File: src/rtl/sharpness_mc_pkg.sv
// Shared types and constants for the multi-channel sharpening stage.
// Latency: n/a (declarations only).
// Backpressure: n/a.
package sharpness_mc_pkg;

  localparam int SHP_LAT = 4;

  typedef enum logic [1:0] {
    ST_EMPTY = 2'd0,
    ST_ONE   = 2'd1,
    ST_RUN   = 2'd2,
    ST_FLUSH = 2'd3
  } win_state_t;

endpackage

File: src/rtl/sharpness_mc_sharp_ch_pipe.sv
// One channel of the sharpening datapath: Laplacian, coring, gain, add-back with clamp.
// Latency: 4 cycles from taps to out, every stage registered.
// Backpressure: none; a new tap set may enter every cycle.
module sharp_ch_pipe
  import sharpness_mc_pkg::*;
#(
  parameter int DATA_W    = 12,
  parameter int GAIN_W    = 12,
  parameter int GAIN_FRAC = 10,
  parameter int CORE_W    = 8
) (
  input  logic              clk,
  input  logic              rst_n,
  input  logic              clr,
  input  logic              sel,
  input  logic              bidir,
  input  logic [DATA_W-1:0] prev,
  input  logic [DATA_W-1:0] curr,
  input  logic [DATA_W-1:0] next,
  input  logic [GAIN_W-1:0] gain,
  input  logic [CORE_W-1:0] core,
  output logic [DATA_W-1:0] out
);

  localparam int LW = DATA_W + 3;
  localparam int PW = DATA_W + GAIN_W + 3;
  localparam int CW = PW - GAIN_FRAC;
  localparam int SW = CW + 1;
  localparam logic signed [SW-1:0] MAXV = SW'((1 << DATA_W) - 1);

  logic signed [LW-1:0] lap_c, lap1, mag, core_x, lap_cor, lap2;
  logic signed [PW-1:0] prod;
  logic signed [CW-1:0] corr_c, corr3;
  logic signed [SW-1:0] sum;
  logic [DATA_W-1:0]    curr1, curr2, curr3, out_c;

  always_comb begin
    lap_c = $signed({2'b00, curr, 1'b0}) - $signed({3'b000, prev}) - $signed({3'b000, next});
    if (sel || (!bidir && lap_c[LW-1])) lap_c = '0;

    core_x = $signed({{(LW-CORE_W){1'b0}}, core});
    mag    = lap1[LW-1] ? -lap1 : lap1;
    if (mag <= core_x)   lap_cor = '0;
    else if (lap1[LW-1]) lap_cor = lap1 + core_x;
    else                 lap_cor = lap1 - core_x;

    // arithmetic shift floors toward minus infinity for negative corrections
    prod   = PW'(lap2) * $signed({{(PW-GAIN_W){1'b0}}, gain});
    corr_c = CW'(prod >>> GAIN_FRAC);

    sum = $signed({{(SW-DATA_W){1'b0}}, curr3}) + SW'(corr3);
    if (sum[SW-1])      out_c = '0;
    else if (sum > MAXV) out_c = '1;
    else                 out_c = sum[DATA_W-1:0];
  end

  always_ff @(posedge clk or negedge rst_n) begin
    if (!rst_n) begin
      lap1  <= '0;
      lap2  <= '0;
      corr3 <= '0;
      curr1 <= '0;
      curr2 <= '0;
      curr3 <= '0;
      out   <= '0;
    end else if (clr) begin
      lap1  <= '0;
      lap2  <= '0;
      corr3 <= '0;
      curr1 <= '0;
      curr2 <= '0;
      curr3 <= '0;
      out   <= '0;
    end else begin
      lap1  <= lap_c;
      curr1 <= curr;
      lap2  <= lap_cor;
      curr2 <= curr1;
      corr3 <= corr_c;
      curr3 <= curr2;
      out   <= out_c;
    end
  end

endmodule

File: src/rtl/sharpness_mc.sv
// Multi-channel unsharp-mask sharpener with its own 3-tap window and edge replication.
// Latency: 4 cycles from window issue to shp_out_vld.
// Backpressure: none; results drain across line gaps, i_vs low clears everything but shadows.
module sharpness_mc
  import sharpness_mc_pkg::*;
#(
  parameter int N_CH      = 3,
  parameter int DATA_W    = 12,
  parameter int GAIN_W    = 12,
  parameter int GAIN_FRAC = 10,
  parameter int CORE_W    = 8
) (
  input  logic                     clk,
  input  logic                     rst_n,
  input  logic                     i_hs,
  input  logic                     i_vs,
  input  logic                     shp_en,
  input  logic                     shp_sel,
  input  logic                     shp_bidir,
  input  logic [N_CH*DATA_W-1:0]   shp_in,
  input  logic [N_CH*GAIN_W-1:0]   shp_gain,
  input  logic [CORE_W-1:0]        shp_core,
  output logic [N_CH*DATA_W-1:0]   shp_out,
  output logic                     shp_out_vld
);

  localparam int PXW = N_CH * DATA_W;

  win_state_t               state;
  logic                     hs_d, clr, hs_fall, iss;
  logic [PXW-1:0]           prev_px, curr_px, iss_prev, iss_curr, iss_next;
  logic [N_CH*GAIN_W-1:0]   gain_sh;
  logic [CORE_W-1:0]        core_sh;
  logic [SHP_LAT-1:0]       vld_sr;

  assign clr         = !i_vs;
  assign hs_fall     = hs_d && !i_hs;
  assign shp_out_vld = vld_sr[SHP_LAT-1];

  // The flush issue happens on the edge-detect cycle itself; ONE has no real prev, so curr is replicated.
  always_comb begin
    iss      = 1'b0;
    iss_prev = curr_px;
    iss_curr = curr_px;
    iss_next = shp_in;
    if (i_vs) begin
      if (hs_fall) begin
        iss      = (state == ST_ONE) || (state == ST_RUN);
        iss_next = curr_px;
        if (state == ST_RUN) iss_prev = prev_px;
      end else if (shp_en) begin
        iss = (state == ST_ONE) || (state == ST_RUN);
        if (state == ST_RUN) iss_prev = prev_px;
      end
    end
  end

  always_ff @(posedge clk or negedge rst_n) begin
    if (!rst_n) begin
      state   <= ST_EMPTY;
      hs_d    <= 1'b0;
      prev_px <= '0;
      curr_px <= '0;
      vld_sr  <= '0;
      gain_sh <= '0;
      core_sh <= '0;
    end else if (clr) begin
      state   <= ST_EMPTY;
      hs_d    <= 1'b0;
      prev_px <= '0;
      curr_px <= '0;
      vld_sr  <= '0;
      gain_sh <= shp_gain;
      core_sh <= shp_core;
    end else begin
      hs_d   <= i_hs;
      vld_sr <= {vld_sr[SHP_LAT-2:0], iss};
      if (hs_fall) begin
        state <= ST_EMPTY;
      end else if (shp_en) begin
        case (state)
          ST_EMPTY: begin
            curr_px <= shp_in;
            state   <= ST_ONE;
          end
          ST_ONE, ST_RUN: begin
            prev_px <= curr_px;
            curr_px <= shp_in;
            state   <= ST_RUN;
          end
          default: state <= ST_EMPTY;
        endcase
      end
    end
  end

  for (genvar c = 0; c < N_CH; c++) begin : g_ch
    sharp_ch_pipe #(
      .DATA_W    (DATA_W),
      .GAIN_W    (GAIN_W),
      .GAIN_FRAC (GAIN_FRAC),
      .CORE_W    (CORE_W)
    ) u_pipe (
      .clk   (clk),
      .rst_n (rst_n),
      .clr   (clr),
      .sel   (shp_sel),
      .bidir (shp_bidir),
      .prev  (iss_prev[c*DATA_W +: DATA_W]),
      .curr  (iss_curr[c*DATA_W +: DATA_W]),
      .next  (iss_next[c*DATA_W +: DATA_W]),
      .gain  (gain_sh[c*GAIN_W +: GAIN_W]),
      .core  (core_sh),
      .out   (shp_out[c*DATA_W +: DATA_W])
    );
  end

endmodule

File: config.mk
export PLATFORM = sky130hd
export DESIGN_NAME = sharpness_mc
export DESIGN_NICKNAME = d
export VERILOG_FILES = /design/src/rtl/sharpness_mc_pkg.sv /design/src/rtl/sharpness_mc_sharp_ch_pipe.sv /design/src/rtl/sharpness_mc.sv
export SDC_FILE = /design/constraint.sdc
export NUM_CORES = 2
export LEC_CHECK = 0
export CELL_PAD_IN_SITES_DETAIL_PLACEMENT = 0
export CELL_PAD_IN_SITES_GLOBAL_PLACEMENT = 1
export CORE_AREA = 2 2 280 282
export CTS_BUF_LIST = sky130_fd_sc_hd__clkbuf_8
export CTS_CLUSTER_SIZE = 20
export DETAILED_ROUTE_END_ITERATION = 8
export DIE_AREA = 0 0 282 284
export PLACE_DENSITY_LB_ADDON = 0.1
export SYNTH_ARGS = -nofsm -noshare
export SYNTH_HDL_FRONTEND = slang
export SYNTH_SLANG_ARGS = --single-unit
File: constraint.sdc
create_clock -name clk -period 15.5 [get_ports clk]
set_clock_uncertainty 0.1 [all_clocks]
set_input_delay 2.325 -clock clk [delete_from_list [all_inputs] [get_ports clk]]
set_output_delay 2.325 -clock clk [all_outputs]
set_load 0.005 [all_outputs]
==> impl_results.md <==
- Root Buffer: clkbuf_8
- Dominant synthesized flop cell: dfrtp_1
- Die area: between 80000 and 90000 um2
- Post-synth EDFFs: 0
- Fmax: 134 MHz
- Syn_nets: about 5400
- Final WL: ~96000 um
- PostCTS Resize Cnt: 0
- CP startpoint: i_hs
- Routed vias/inst: around 5.3
- Share of layout cells above drive strength 1: 4.74%
- Post-CTS setup buffer count: 0
- CTS Hold Bufs: 0
- CTS Buf Count: 75
- Share of the synthesized area in the top cell type: 24.4%
- I/O pins: 124
- Remaining DRCs: 0
- Worst R2R Start: gain_sh[25]$_DFFE_PN0N_
- Initial DRC Count: 1553
- Vias in the first global route: 30300
- Cells after synthesis: 4499
- CTS sink count: between 400 and 500
- WS Path Type: in2reg
- Die height: 284 um
- Post-synth cell types: 87
- DP Wirelength: 74700 um
- Initial antenna violation count: 8
- Port Buffers: 123
- Final setup TNS: 0 ns
- Post-synth ARST share: 100%
- Cell Area, Synth: about 42000 um2
- Crit path capture type: flip-flop
- Routed length per placed instance: 17.1 um
- Antenna Nets Post-Route: 0
- Top cells by area, synth: dfrtp_1, fa_1, ha_1
- Yosys reg bits: 408
- Pre-Repair DR Iteration Count: 5
- Worst setup SP type: primary input
- Routability Congestion: 0.863
- CTS tree: done
- Critical Path RT: around 16 ns
- Final worst path period share: 48.2%
- Vias after detailed routing: approximately 30000
- H-tree levels: 3
- Worst Setup EP: g_ch[0].u_pipe.lap1[3]$_DFF_PN0_
- GRT Resource Usage Total: 25.2%
- Slew Limit Fails: 0
- First-pass GRT wire length: 161000 um
- Most common cell in the netlist: inv_1
- Grt total ovfl: 0
- Post-synth top cells: inv_1, nand2_1, fa_1
- Max_cap viols: 0
- Die Wd: 282 um
- Filler Cells Inserted: 6866
- Worst-margin pin slew: 1.09 ns
- Clock Latency Late Sink: 0.69 ns
- Row Count: 102
- Sequential area share after synthesis: between 20 and 25%
- CTS Buffer Depth: 3
- Clock transition at path regs: 0.06 ns
- Worst min path class: reg2reg
- Area delta synth->final: 8.68%
- Final hold vios: 0
- Worst R2R End: g_ch[2].u_pipe.corr3[15]$_DFF_PN0_
- RSZ-0062 raised after global routing: false
- Crit path time final: 7.47 ns
- Status: finished, final reports clean
- Cell taking the most area after synthesis: dfrtp_1
- Total Nets Final: 5493
- CP Max Fanout: 37
- Synthesized area per cell: 9.31 um2
- Endpoints failing setup: 0
- Max-slew headroom: 27.4%
- Largest net degree at the start of global routing: 172
- Core Area: 77000 um2
- Ys Warns: 0
- Worst reg2reg path depth: 20
- Reg2Reg Setup Slack: 8.83 ns
- Worst EP arrival: 7.88 ns
- Initial Util: 54.4%
-- critical path, cell delays in order --
cell and delay, ns:
clkdlybuf4s50_1 0.44, nor2b_2 0.26, o211a_2 0.20, buf_4 0.51, mux2i_1 0.36, inv_1 0.10
fa_1 0.43, nor2b_1 0.13, o21ai_0 0.11, a21boi_0 0.33, o31a_1 0.23, o21a_1 0.17
nor2_1 0.06, xnor2_1 0.12, ha_1 0.35, and2_1 0.15, o21ai_0 0.18, o21ai_0 0.16
o41ai_1 0.32, nand2b_1 0.17, a31oi_2 0.61, nor3_1 0.14
-- registers in the layout, summed over array words and instances (netlist names) --
| name | cells |
|---|---|
| curr_px | 36 |
| g_ch.u_pipe.lap2 | 45 |
| vld_sr | 4 |
| gain_sh | 36 |
| g_ch.u_pipe.curr1 | 36 |
| g_ch.u_pipe.out | 36 |
| state | 2 |
| core_sh | 8 |
| g_ch.u_pipe.curr2 | 36 |
| hs_d | 1 |
| g_ch.u_pipe.lap1 | 45 |
| g_ch.u_pipe.curr3 | 36 |
| prev_px | 36 |
| g_ch.u_pipe.corr3 | 51 |
-- layout by cell type, fill, tap and decap left out, types with 7 or more instances in the layout --
master and n:
o31a_1 7, dfrtp_1 408, a31oi_1 13, or3_1 26
nand3_1 38, nor2b_1 30, nor3b_1 8, ha_1 352
nor2_1 229, buf_4 12, nand2_1 529, mux2_2 54
clkbuf_8 93, a21oi_1 195, o31ai_1 8, a211oi_1 19
o21bai_1 10, o21ai_0 86, and2_1 371, clkinv_2 8
o211ai_1 10, clkdlybuf4s50_1 121, o21a_1 68, nor3_1 70
xor2_1 72, a21o_1 51, nand2b_1 35, inv_1 767
nand4_1 24, or2_2 12, a21boi_0 14, and3_1 27
fa_1 504, nor4_1 7, xnor2_1 122, mux2i_1 71
-- routing by layer --
metal  routed length (um)  up-vias  track usage, %
met5                   27        -               0
met4                 1570        4            5.28
met3                 4410      104            4.13
met2                43700      511            39.0
met1                46500    14700            37.5
li1                     -    14300               -
-- worst min-delay path by stage --
stage | from | to | slack, ns | cells after the start
4_1_cts | g_ch[1].u_pipe.curr1[5]$_DFF_PN0_ | g_ch[1].u_pipe.curr2[5]$_DFF_PN0_ | 0.33 | 1
3_5_place_dp | g_ch[0].u_pipe.curr1[7]$_DFF_PN0_ | g_ch[0].u_pipe.curr2[7]$_DFF_PN0_ | 0.34 | 1
3_3_place_gp | g_ch[0].u_pipe.curr2[3]$_DFF_PN0_ | g_ch[0].u_pipe.curr3[3]$_DFF_PN0_ | 0.33 | 1
6_report | g_ch[1].u_pipe.curr1[5]$_DFF_PN0_ | g_ch[1].u_pipe.curr2[5]$_DFF_PN0_ | 0.33 | 1
5_1_grt | g_ch[1].u_pipe.curr1[5]$_DFF_PN0_ | g_ch[1].u_pipe.curr2[5]$_DFF_PN0_ | 0.35 | 1
2_1_floorplan | g_ch[0].u_pipe.curr1[0]$_DFF_PN0_ | g_ch[0].u_pipe.curr2[0]$_DFF_PN0_ | 0.33 | 1
-- cell families (layout without fill, tap and decap cells) --
| logic type | count (synthesis) | in the layout | share of synthesized area, % |
|---|---|---|---|
| adders and majority gates | 856 | 856 | 34.6 |
| xor gates and xnor gates | 194 | 194 | 4.06 |
| muxes | 125 | 125 | 3.15 |
| buffers and inverters | 921 | 1023 | 8.32 |
| AOI/OAI and AO/OA | 562 | 562 | 8.84 |
| and+or+nand+nor | 1433 | 1433 | 16.7 |
| other | 0 | 3 | 0 |
| DFF | 408 | 408 | 24.4 |
-- per-stage QoR --
stage | cells | worst slack [ns] | hold WS [ns] | area [um2] | utilization (%)
after floorplan | 4499 | 8.53 | 0.334 | 41900 | -
after global placement | 5513 | 7.42 | 0.335 | 43900 | 57.1
after detailed placement | 5513 | 7.38 | 0.340 | 43900 | 57.1
after CTS | 5641 | 8.08 | 0.331 | 45500 | 59.2
after global routing | 5643 | 7.47 | 0.355 | 45500 | 59.2
final | 5644 | 8.03 | 0.333 | 45500 | 59.2
-- final cells by class --
| cell class | instances | area [um2] | share of cell area (%) |
|---|---|---|---|
| Inverter | 759 | 2850 | 6.26 |
| Tap cell | 1040 | 1300 | 2.86 |
| Timing Repair Buffer | 136 | 1350 | 2.96 |
| Clock buffer | 93 | 1280 | 2.81 |
| Clock inverter | 35 | 325 | 0.714 |
| Sequential cell | 408 | 10200 | 22.4 |
| Multi-Input combinational cell | 3170 | 28200 | 62.0 |
| Antenna cell | 3 | 7.51 | 0.0165 |
Power is left out: the tool's default activity adds up to more than one toggle a clock period on the data nets, which glitch-free logic cannot reach.
